## src/rtl/score_keeper_if.sv

```systemverilog
// -----------------------------------------------------------------------------
// score_keeper_if
// Bundles the game-side event inputs and the score/status outputs of
// score_keeper.
//   master : game logic / overlay side (drives i_*, observes o_*)
//   slave  : score_keeper itself (observes i_*, drives o_*)
// Signals:
//   i_start         level, acted on as a rising edge
//   i_collect       level from collision logic, each rising edge = one event
//   i_frame_tick    one-cycle pulse at start of vertical blank
//   o_score         committed score 0..MAX_SCORE, feeds the overlay digit
//   o_playing       high in PLAY
//   o_win           high in WIN
//   o_pending_full  pending-event counter at saturation
//   o_score_visible overlay enable, ANDed downstream with the digit pixel
// -----------------------------------------------------------------------------
interface score_keeper_if;
   logic       i_start;
   logic       i_collect;
   logic       i_frame_tick;
   logic [3:0] o_score;
   logic       o_playing;
   logic       o_win;
   logic       o_pending_full;
   logic       o_score_visible;

   modport master (
      output i_start, i_collect, i_frame_tick,
      input  o_score, o_playing, o_win, o_pending_full, o_score_visible
   );

   modport slave (
      input  i_start, i_collect, i_frame_tick,
      output o_score, o_playing, o_win, o_pending_full, o_score_visible
   );
endinterface

```

## src/rtl/score_keeper.sv

```systemverilog
// -----------------------------------------------------------------------------
// score_keeper
// Game-score state block feeding the 7-segment score overlay. Collection
// events are accumulated in a saturating pending counter and committed to the
// displayed score at most one point per video frame, on the frame tick, so
// the digit never changes mid-frame. A small IDLE/PLAY/WIN machine gates it.
//
// Ports:
//   i_clk    system/pixel clock
//   i_rst_n  asynchronous active-low reset
//   bus      score_keeper_if.slave (start/collect/frame_tick in,
//            score/playing/win/pending_full/score_visible out)
//
// Parameters:
//   MAX_SCORE     winning score, 1..9 (one displayed digit)
//   PEND_W        pending-event counter width, saturates at 2^PEND_W-1
//   BLINK_FRAMES  frames per blink half-period in WIN (SCORE_BLINK_EN only)
//
// Optional feature macro: SCORE_BLINK_EN
//   defined   : the digit blinks in WIN, toggling every BLINK_FRAMES ticks
//   undefined : o_score_visible is tied high
// -----------------------------------------------------------------------------
module score_keeper #(
   parameter int MAX_SCORE    = 9,
   parameter int PEND_W       = 3,
   parameter int BLINK_FRAMES = 16
) (
   input  logic          i_clk,
   input  logic          i_rst_n,
   score_keeper_if.slave bus
);

   localparam logic [1:0] ST_IDLE = 2'd0;
   localparam logic [1:0] ST_PLAY = 2'd1;
   localparam logic [1:0] ST_WIN  = 2'd2;

   localparam logic [3:0]        SCORE_MAX = 4'(MAX_SCORE);
   localparam logic [PEND_W-1:0] PEND_SAT  = '1;

   logic [1:0]        r_state;
   logic [3:0]        r_score;
   logic [PEND_W-1:0] r_pending;
   logic              r_start_d;
   logic              r_collect_d;

   logic [1:0]        w_state_nx;
   logic [3:0]        w_score_nx;
   logic [PEND_W-1:0] w_pending_nx;
   logic              w_start_re;
   logic              w_collect_re;
   logic              w_commit;
   logic              w_accept;

   // Edge registers start at 0 out of reset.
   assign w_start_re   = bus.i_start   & ~r_start_d;
   assign w_collect_re = bus.i_collect & ~r_collect_d;

   always_comb begin
      w_state_nx   = r_state;
      w_score_nx   = r_score;
      w_pending_nx = r_pending;
      w_commit     = 1'b0;
      w_accept     = 1'b0;
      case (r_state)
         ST_PLAY: begin
            w_commit = bus.i_frame_tick && (r_pending != '0);
            // A commit frees one slot in the same cycle, so a coincident
            // event is still accepted even when the counter is saturated.
            w_accept = w_collect_re && ((r_pending != PEND_SAT) || w_commit);
            if (w_commit) begin
               w_score_nx = r_score + 4'd1;
            end
            if (w_commit && !w_accept) begin
               w_pending_nx = r_pending - 1'b1;
            end else if (!w_commit && w_accept) begin
               w_pending_nx = r_pending + 1'b1;
            end
            if (w_commit && (w_score_nx == SCORE_MAX)) begin
               w_state_nx   = ST_WIN;
               w_pending_nx = '0;
            end
         end
         ST_IDLE, ST_WIN: begin
            // Collect is ignored here; a coincident collect edge is dropped.
            if (w_start_re) begin
               w_state_nx   = ST_PLAY;
               w_score_nx   = 4'd0;
               w_pending_nx = '0;
            end
         end
         default: begin
            w_state_nx   = ST_IDLE;
            w_score_nx   = 4'd0;
            w_pending_nx = '0;
         end
      endcase
   end

   always_ff @(posedge i_clk or negedge i_rst_n) begin
      if (!i_rst_n) begin
         r_state     <= ST_IDLE;
         r_score     <= 4'd0;
         r_pending   <= '0;
         r_start_d   <= 1'b0;
         r_collect_d <= 1'b0;
      end else begin
         r_state     <= w_state_nx;
         r_score     <= w_score_nx;
         r_pending   <= w_pending_nx;
         r_start_d   <= bus.i_start;
         r_collect_d <= bus.i_collect;
      end
   end

   assign bus.o_score        = r_score;
   assign bus.o_playing      = (r_state == ST_PLAY);
   assign bus.o_win          = (r_state == ST_WIN);
   assign bus.o_pending_full = (r_pending == PEND_SAT);

`ifdef SCORE_BLINK_EN
   localparam int                CNT_W    = (BLINK_FRAMES > 1) ? $clog2(BLINK_FRAMES) : 1;
   localparam logic [CNT_W-1:0]  CNT_LAST = CNT_W'(BLINK_FRAMES - 1);

   logic [CNT_W-1:0] r_blink_cnt;
   logic             r_visible;

   // Counter only runs while staying in WIN; entering or leaving WIN
   // restarts it with the digit shown.
   always_ff @(posedge i_clk or negedge i_rst_n) begin
      if (!i_rst_n) begin
         r_blink_cnt <= '0;
         r_visible   <= 1'b1;
      end else if ((r_state != ST_WIN) || (w_state_nx != ST_WIN)) begin
         r_blink_cnt <= '0;
         r_visible   <= 1'b1;
      end else if (bus.i_frame_tick) begin
         if (r_blink_cnt == CNT_LAST) begin
            r_blink_cnt <= '0;
            r_visible   <= ~r_visible;
         end else begin
            r_blink_cnt <= r_blink_cnt + 1'b1;
         end
      end
   end

   assign bus.o_score_visible = r_visible;
`else
   assign bus.o_score_visible = 1'b1;
`endif

endmodule
```

## src/flat_wrapper.sv

```systemverilog
// flat-port wrapper written by rule: the top's interface ports become plain ports
module score_keeper_flat 
#(
   parameter int MAX_SCORE    = 9,
   parameter int PEND_W       = 3,
   parameter int BLINK_FRAMES = 16
)
  (i_clk, i_rst_n, bus_i_start, bus_i_collect, bus_i_frame_tick, bus_o_score, bus_o_playing, bus_o_win, bus_o_pending_full, bus_o_score_visible);
  score_keeper_if bus_i ();
  input  logic i_clk;
  input  logic i_rst_n;
  input wire logic [$bits(bus_i.i_start)-1:0] bus_i_start;
  input wire logic [$bits(bus_i.i_collect)-1:0] bus_i_collect;
  input wire logic [$bits(bus_i.i_frame_tick)-1:0] bus_i_frame_tick;
  output wire logic [$bits(bus_i.o_score)-1:0] bus_o_score;
  output wire logic [$bits(bus_i.o_playing)-1:0] bus_o_playing;
  output wire logic [$bits(bus_i.o_win)-1:0] bus_o_win;
  output wire logic [$bits(bus_i.o_pending_full)-1:0] bus_o_pending_full;
  output wire logic [$bits(bus_i.o_score_visible)-1:0] bus_o_score_visible;
  assign bus_i.i_start = bus_i_start;
  assign bus_i.i_collect = bus_i_collect;
  assign bus_i.i_frame_tick = bus_i_frame_tick;
  assign bus_o_score = bus_i.o_score;
  assign bus_o_playing = bus_i.o_playing;
  assign bus_o_win = bus_i.o_win;
  assign bus_o_pending_full = bus_i.o_pending_full;
  assign bus_o_score_visible = bus_i.o_score_visible;
  score_keeper #(.MAX_SCORE(MAX_SCORE), .PEND_W(PEND_W), .BLINK_FRAMES(BLINK_FRAMES)) u_core (.i_clk(i_clk), .i_rst_n(i_rst_n), .bus(bus_i));
endmodule
```

## config.mk

```make
export PLATFORM = sky130hd
export DESIGN_NAME = score_keeper_flat
export DESIGN_NICKNAME = d
export VERILOG_FILES = /design/src/rtl/score_keeper_if.sv /design/src/rtl/score_keeper.sv /design/src/flat_wrapper.sv
export SDC_FILE = /design/constraint.sdc
export NUM_CORES = 1
export LEC_CHECK = 0
export CAP_MARGIN = 15
export CORE_UTILIZATION = 39
export DETAILED_ROUTE_END_ITERATION = 7
export HOLD_SLACK_MARGIN = 0.02
export PLACE_DENSITY = 0.66
export SLEW_MARGIN = 40
export SYNTH_ARGS = -nofsm -noshare
export SYNTH_HDL_FRONTEND = slang
export SYNTH_SLANG_ARGS = --single-unit
```

## constraint.sdc

```tcl
create_clock -name i_clk -period 5.63 [get_ports i_clk]
set_input_delay 1.126 -clock i_clk [delete_from_list [all_inputs] [get_ports i_clk]]
set_output_delay 1.126 -clock i_clk [all_outputs]
set_load 0.01 [all_outputs]
```

==> results of run 1 <==
==> cells by family (layout without fill, tap and decap cells) <==
kind of cell | after synthesis | after routing | share of synthesized area
compound gates | 17 | 17 | 0.208
xor+xnor | 2 | 2 | 0.0297
fa+ha+maj | 2 | 2 | 0.0552
buf+inv | 6 | 19 | 0.0573
flops | 11 | 11 | 0.467
mux | 1 | 1 | 0.0170
other cells | 1 | 1 | 0.00636
simple gates | 18 | 18 | 0.159
==> metrics by stage <==
stage | setup slack [ns] | hold slack, ns
final | 2.33 | 0.505
after global placement | 2.07 | 0.486
after global routing | 2.22 | 0.528
after detailed placement | 2.06 | 0.495
after floorplan | 2.73 | 0.458
after CTS | 2.34 | 0.506
==> worst paths after layout <==
kind,start,end,slack [ns],cells past startpoint
worst max register to register,u_core.r_pending[0]$_DFFE_PN0P_,u_core.r_pending[2]$_DFFE_PN0P_,3.22,6
max in group asynchronous,i_rst_n,u_core.bus.o_score[0]$_DFFE_PN0P_,4.10,1
worst max-delay path,bus_i_frame_tick,u_core.r_pending[2]$_DFFE_PN0P_,2.33,7
worst min-delay path,u_core.r_state[1]$_DFFE_PN0P_,u_core.r_state[1]$_DFFE_PN0P_,0.51,1
worst min register to register,u_core.r_state[1]$_DFFE_PN0P_,u_core.r_state[1]$_DFFE_PN0P_,0.51,1
min in group asynchronous,i_rst_n,u_core.r_pending[1]$_DFFE_PN0P_,1.18,1
==> final cells by class <==
cell class,instances,area share
well taps,15,0.0258
flip-flops and latches,11,0.379
clock buffers,3,0.0310
clock inverters,1,0.00688
repair buffers,11,0.151
inverters,4,0.0207
multi-input cells,41,0.386
==> state kept, by name (all words and copies together), names as in the netlist <==
signal,cells
u_core.r_collect_d,1
u_core.r_state,2
u_core.r_start_d,1
u_core.r_pending,3
u_core.bus.o_score,4
==> power by group through the flow <==
stage / clock, mW / combinational, mW / sequential, mW
floorplan: 0 / 0.118 / 0.134
global placement: 0 / 0.171 / 0.134
detailed placement: 0 / 0.173 / 0.134
CTS: 0.0562 / 0.174 / 0.133
global route: 0.0602 / 0.192 / 0.138
finish: 0.0542 / 0.172 / 0.133
==> cell usage after synthesis (2+ instances only) <==
cell type,instances,share of area
inv_1,4,0.025
nor2_1,2,0.013
o22ai_1,2,0.021
dfrtp_1,11,0.47
nand2b_1,2,0.021
o21ai_0,4,0.034
nand3_1,3,0.025
nor2b_1,2,0.021
nand2_1,5,0.032
==> layout by cell type (no fill, tap or decap), types with 2 or more instances in the layout <==
cell type / synthesis / layout
nor2_1: 2 / 2
o22ai_1: 2 / 2
o21ai_0: 4 / 4
dfrtp_1: 11 / 11
nand2_1: 5 / 5
clkbuf_4: 0 / 3
inv_1: 4 / 4
nand2b_1: 2 / 2
nand3_1: 3 / 3
clkdlybuf4s50_1: 0 / 11
nor2b_1: 2 / 2
==> per-layer routing <==
| layer | vias to the layer above | track usage |
|---|---|---|
| met2 | 13 | 0.250 |
| met5 | - | 0 |
| li1 | 238 | - |
| met4 | 0 | 0.125 |
| met3 | 2 | 0.0489 |
| met1 | 224 | 0.200 |
==> results by group, run 1 <==
Run status
  • Status: finished clean

Power and ir drop
  • Clk pwr share: 0.151
  • Internal Power: approximately 220 µW
  • Total power of the final layout: ~360 µW
  • Worst vdd ir: 0.000216 V
  • Sequential share of power: 0.370
  • Net Sw Frac: 0.397
  • Combinational share of power: 0.479
  • Leakage: 0.313 nW
  • Cell area power density: between 400 and 500 nW/µm²
  • Psw: approximately 140 µW

Timing
  • Fin crit share: 0.586
  • Clk_skew: 0.00867 ns
  • Fin. max-slew vios: 0
  • Setup violators final: 0
  • Setup TNS: 0 ns
  • Least-Margin Pin Slew: roughly 0.50 ns
  • RSZ-0062 raised after global routing: false
  • Final Hold Vio Count: 0
  • Fin crit period: ~3.3 ns
  • Slew HR: 0.664
  • FMAX: approximately 300 MHz

Floorplanning
  • Die Ht: 40.9 µm
  • Die width: 40.9 µm
  • Die area: 1670 µm²
  • Top-Level Pins: 13
  • Initial core utilization: 0.437
  • Row cnt: 13
  • Core area: 1350 µm²

Detailed routing
  • Vias: between 400 and 500
  • Iteration-0 DRC Markers: 10
  • Via density: 5.55
  • 1st-pass router iterations: 4
  • Metal2 WL: between 400 and 500 µm
  • Residual DRC: 0
  • Post-Route WL: 1080 µm
  • Routed length on met3: about 60 µm
  • DR WL/cell: 12.5 µm
  • Post-route ant nets: 0
  • DR top layer: met4
  • Met1 wire length: roughly 520 µm

Yosys
  • Synth unique cells: 32
  • Sequential area share after synthesis: 0.467
  • Instance count of the mapped netlist: between 50 and 60
  • Mapped Area: just under 600 µm²
  • Avg Inst Size Synth: roughly 10 µm²
  • Most used DFF post-synth: dfrtp_1
  • Post-synth EDFFs: 0
  • Mapped Nets: 65
  • Synth async-reset ratio: 1.00
  • Synth warnings: 0
  • Synth Register Bits: 11

Final layout
  • Syn-to-layout area delta: 23.4%
  • Non-Filler Instances: 86
  • Fillers: between 100 and 150
  • # nets final: between 70 and 80
  • Finished Core Util: 0.538
  • Multi-input gate area: 280 µm²
  • Antenna cells: 0
  • Seq. cell area: 275 µm²
  • Finished Cell Area: 727 µm²
  • Fraction of final layout cells sized beyond drive strength 1: 0.0704

Critical path
  • Crit-path cells: clkdlybuf4s50_1 > o31a_1 > nand2_1 > fa_1 > or4_1 > a31o_1 > a22o_1
  • CP endpoint kind: flip-flop
  • Crit Path Max Fanout: 12
  • Critical Path Start Type: primary input
  • Critical Setup Path Class: in2reg
  • CP max-delay cell: or4_1
  • CP delay by family, top: compound AO/OA/AOI/OAI gates
  • WP data required: a little under 6 ns
  • Slowest cell delay on critical path: approximately 0.55 ns
  • CP arrival: around 3.5 ns
  • Number of buffers and inverters on the critical path: 1

Placement
  • Dpl cells: between 80 and 90
  • Final RePlAce weighted congestion: ~0.74
  • Placed Area: roughly 700 µm²
  • DPL Wire Length: around 790 µm
  • Port bufs: 11

GRT
  • Total track usage: 0.167
  • First-pass GRT wire length: ~1700 µm
  • Largest net degree at the start of global routing: 13
  • Total grt overflow: 0
  • Initial antenna violation count: 0
  • Vias in the first global route: ~430

Clock network
  • # clock sinks: 11
  • Post-CTS setup buffers: 0
  • CTS Buf Count: 3
  • Hold-fix buffer count after cts: 0
  • Longest Clk Path Bufs: 2
  • H-tree depth: 1
  • CTS Root Cell: clkbuf_4
  • CTS tree: yes
  • Clk slew on worst S/H paths: about 0.08 ns
  • Clock latency on the worst-skew pair: 0.27 ns
  • Post-CTS sizing: 0

Run
  • Total of max-cap violations: 0

Worst hold path
  • Worst Hold Class: reg2reg
No activity file was read; power rests on OpenSTA's default activity.
==> run 2: changes to the inputs <==
--- a/config.mk
+++ b/config.mk
@@ -9,7 +9,7 @@
 export CORE_UTILIZATION = 39
 export DETAILED_ROUTE_END_ITERATION = 7
 export HOLD_SLACK_MARGIN = 0.02
-export PLACE_DENSITY = 0.66
+export PLACE_DENSITY = 0.69
 export SLEW_MARGIN = 40
 export SYNTH_ARGS = -nofsm -noshare
 export SYNTH_HDL_FRONTEND = slang
==> constraint.sdc (replaced) <==
create_clock -name i_clk -period 2.9 [get_ports i_clk]
set_input_delay 0.58 -clock i_clk [delete_from_list [all_inputs] [get_ports i_clk]]
set_output_delay 0.58 -clock i_clk [all_outputs]
set_load 0.01 [all_outputs]
==> results by group, run 2 (synthesized netlist as in run 1, its figures left out) <==
Timing
  • Setup TNS: 0 ns (unchanged)
  • Fin. max-slew vios: 0 (unchanged)
  • RSZ-0062 raised after global routing: false
  • Fin worst setup slack: 0.432 ns (-1.90 ns)
  • Final Hold Vio Count: 0 (unchanged)
  • Slew HR: 0.663 (-0.00165)
  • Clk_skew: 0.000208 ns (-0.00847 ns)
  • Hold Slack: 0.507 ns (+0.00197 ns)
  • Fin crit period: ~2.5 ns
  • Least-Margin Pin Slew: 0.499 ns (-0.00253 ns)
  • Fin crit share: 0.851
  • Setup violators final: 0 (unchanged)
  • FMAX: 405 MHz

Clock network
  • CTS Root Cell: clkbuf_4
  • H-tree depth: 1 (unchanged)
  • Clock latency on the worst-skew pair: 0.26 ns (about the same)
  • Longest Clk Path Bufs: 2 (unchanged)
  • Hold-fix buffer count after cts: 0 (unchanged)
  • Clk slew on worst S/H paths: 0.07 ns (about the same)
  • Post-CTS sizing: 0 (unchanged)
  • Post-CTS setup buffers: 0 (unchanged)
  • # clock sinks: 11 (unchanged)
  • CTS Buf Count: 3 (unchanged)
  • CTS tree: yes

Critical path
  • Worst r2r dst: u_core.r_pending[2]$_DFFE_PN0P_
  • CP max-delay cell: or4_1
  • CP arrival: 2.62 ns (-0.84 ns)
  • CP endpoint kind: flip-flop
  • Register-to-register setup slack: 0.77 ns (-2.45 ns)
  • Crit Path Max Fanout: 3 (-9)
  • WP data required: 3.05 ns (-2.74 ns)
  • Crit-path cells: clkdlybuf4s50_1 > o31a_1 > nand2_1 > fa_1 > or4_1 > a31o_1 > a22o_1
  • Critical Path Start Type: primary input
  • CP delay by family, top: simple AND/OR/NAND/NOR gates
  • Worst flop-to-flop path startpoint: u_core.r_pending[0]$_DFFE_PN0P_
  • Reg2reg path depth: 6 (unchanged)
  • Critical path depth: 7 (unchanged)
  • Number of buffers and inverters on the critical path: 1 (unchanged)
  • Slowest cell delay on critical path: 0.55 ns (about the same)
  • Critical Setup Path Class: in2reg

Placement
  • Final RePlAce weighted congestion: 0.671 (-9.0%)
  • Port bufs: 11 (unchanged)
  • Dpl cells: 83 (+1.2%)
  • Post-place setup slack: 0.160 ns (-1.90 ns)
  • DPL Wire Length: 796 µm (+0.96%)

Power and ir drop
  • Sequential share of power: 0.371 (about the same)
  • Internal Power: 428 µW (+98%)
  • Combinational share of power: 0.483 (+0.004)
  • Leakage: 0.315 nW (+0.72%)
  • Cell area power density: 958 nW/µm² (+94%)
  • Net Sw Frac: 0.391 (-0.00619)
  • Clk pwr share: 0.146 (-0.005)
  • Worst vdd ir: 0.000397 V (+84%)
  • Psw: 274 µW (+93%)

GRT
  • Total track usage: 0.172 (+0.00471)
  • Total grt overflow: 0 (unchanged)
  • Initial antenna violation count: 0 (unchanged)
  • First-pass GRT wire length: 1770 µm (+2.0%)
  • Largest net degree at the start of global routing: 12 (-1)
  • Vias in the first global route: 423 (-2.3%)

Worst hold path
  • Hold path endpoint: u_core.r_state[1]$_DFFE_PN0P_
  • Worst Hold Depth: 1 (unchanged)
  • Worst Hold Class: reg2reg
  • Hold Path Origin: u_core.r_state[1]$_DFFE_PN0P_

Floorplanning
  • Row cnt: 13 (unchanged)
  • Initial core utilization: 0.437 (unchanged)
  • Top-Level Pins: 13 (unchanged)
  • Die area: 1670 µm² (unchanged)
  • Core area: 1350 µm² (unchanged)
  • Die Ht: 40.9 µm (unchanged)
  • Die width: 40.9 µm (unchanged)

Final layout
  • Largest register FFs: 4 (unchanged)
  • Most frequent cells in the layout: 11 x clkdlybuf4s50_1, 11 x dfrtp_1, 5 x nand2_1
  • Syn-to-layout area delta: 24.4%
  • Fraction of final layout cells sized beyond drive strength 1: 0.0694 (-0.000978)
  • Antenna cells: 0 (unchanged)
  • Non-Filler Instances: 87 (+1.2%)
  • # nets final: 80 (+1.3%)

Detailed routing
  • Post-route ant nets: 0 (unchanged)
  • Residual DRC: 0 (unchanged)
  • Post-Route WL: 1110 µm (+3.2%)
  • Iteration-0 DRC Markers: 8 (-2)
  • Via density: 5.49 (-0.94%)
  • Vias: 478 (+0.21%)
  • 1st-pass router iterations: 4 (unchanged)
  • DR WL/cell: 12.8 µm (+2.1%)

Run status
  • Status: finished clean

Run
  • Total of max-cap violations: 0 (unchanged)
==> run 2: cell types whose count changed in the layout (fill, tap and decap cells not counted), sizes merged <==
cell and change:
buf +1, clkinv -1, clkbuf +1
==> run 2: routing by layer <==
| layer | part of all wire | vias to the layer above | wire (µm) | global-route usage |
|---|---|---|---|---|
| li1 | - | 238 | - | - |
| met1 | 0.48 | 227 | 538 | 0.207 |
| met2 | 0.45 | 11 | 502 | 0.258 |
| met3 | 0.054 | 2 | 60 | 0.0489 |
| met4 | 0.011 | 0 | 12 | 0.125 |
| met5 | 0 | - | 0 | 0 |
==> run 2: per-stage QoR <==
step / area (µm²) / total power, mW / utilization
5_1_grt: 733 / 0.766 / 0.543
6_report: 733 / 0.703 / 0.543
3_5_place_dp: 707 / 0.602 / 0.524
3_3_place_gp: 707 / 0.597 / 0.524
2_1_floorplan: 589 / 0.490 / -
4_1_cts: 733 / 0.710 / 0.543
==> run 2: layout make-up <==
class                           count  area (µm²)
Tap cell                           15        18.8
Timing Repair Buffer               12         118
Fill cell                         124         617
Sequential cell                    11         275
Inverter                            4        15.0
Clock buffer                        4        26.3
Multi-Input combinational cell     41         280
==> run 2: how the worst max path moves through the flow <==
stage	from	endpoint	slack, ns
finish	bus_i_frame_tick	u_core.r_pending[2]$_DFFE_PN0P_	0.43
CTS	bus_i_frame_tick	u_core.r_pending[2]$_DFFE_PN0P_	0.43
floorplan	bus_i_frame_tick	u_core.r_pending[2]$_DFFE_PN0P_	0.55
global route	bus_i_frame_tick	u_core.r_pending[2]$_DFFE_PN0P_	0.33
global placement	bus_i_frame_tick	u_core.r_pending[2]$_DFFE_PN0P_	0.18
detailed placement	bus_i_frame_tick	u_core.r_pending[2]$_DFFE_PN0P_	0.16
==> run 2: power by group through the flow <==
stage / logic (mW) / clock network [mW] / registers [mW]
after floorplan: 0.230 / 0 / 0.260
after global placement: 0.336 / 0 / 0.260
after detailed placement: 0.339 / 0 / 0.262
after CTS: 0.344 / 0.106 / 0.260
after global routing: 0.384 / 0.116 / 0.266
final: 0.339 / 0.102 / 0.261
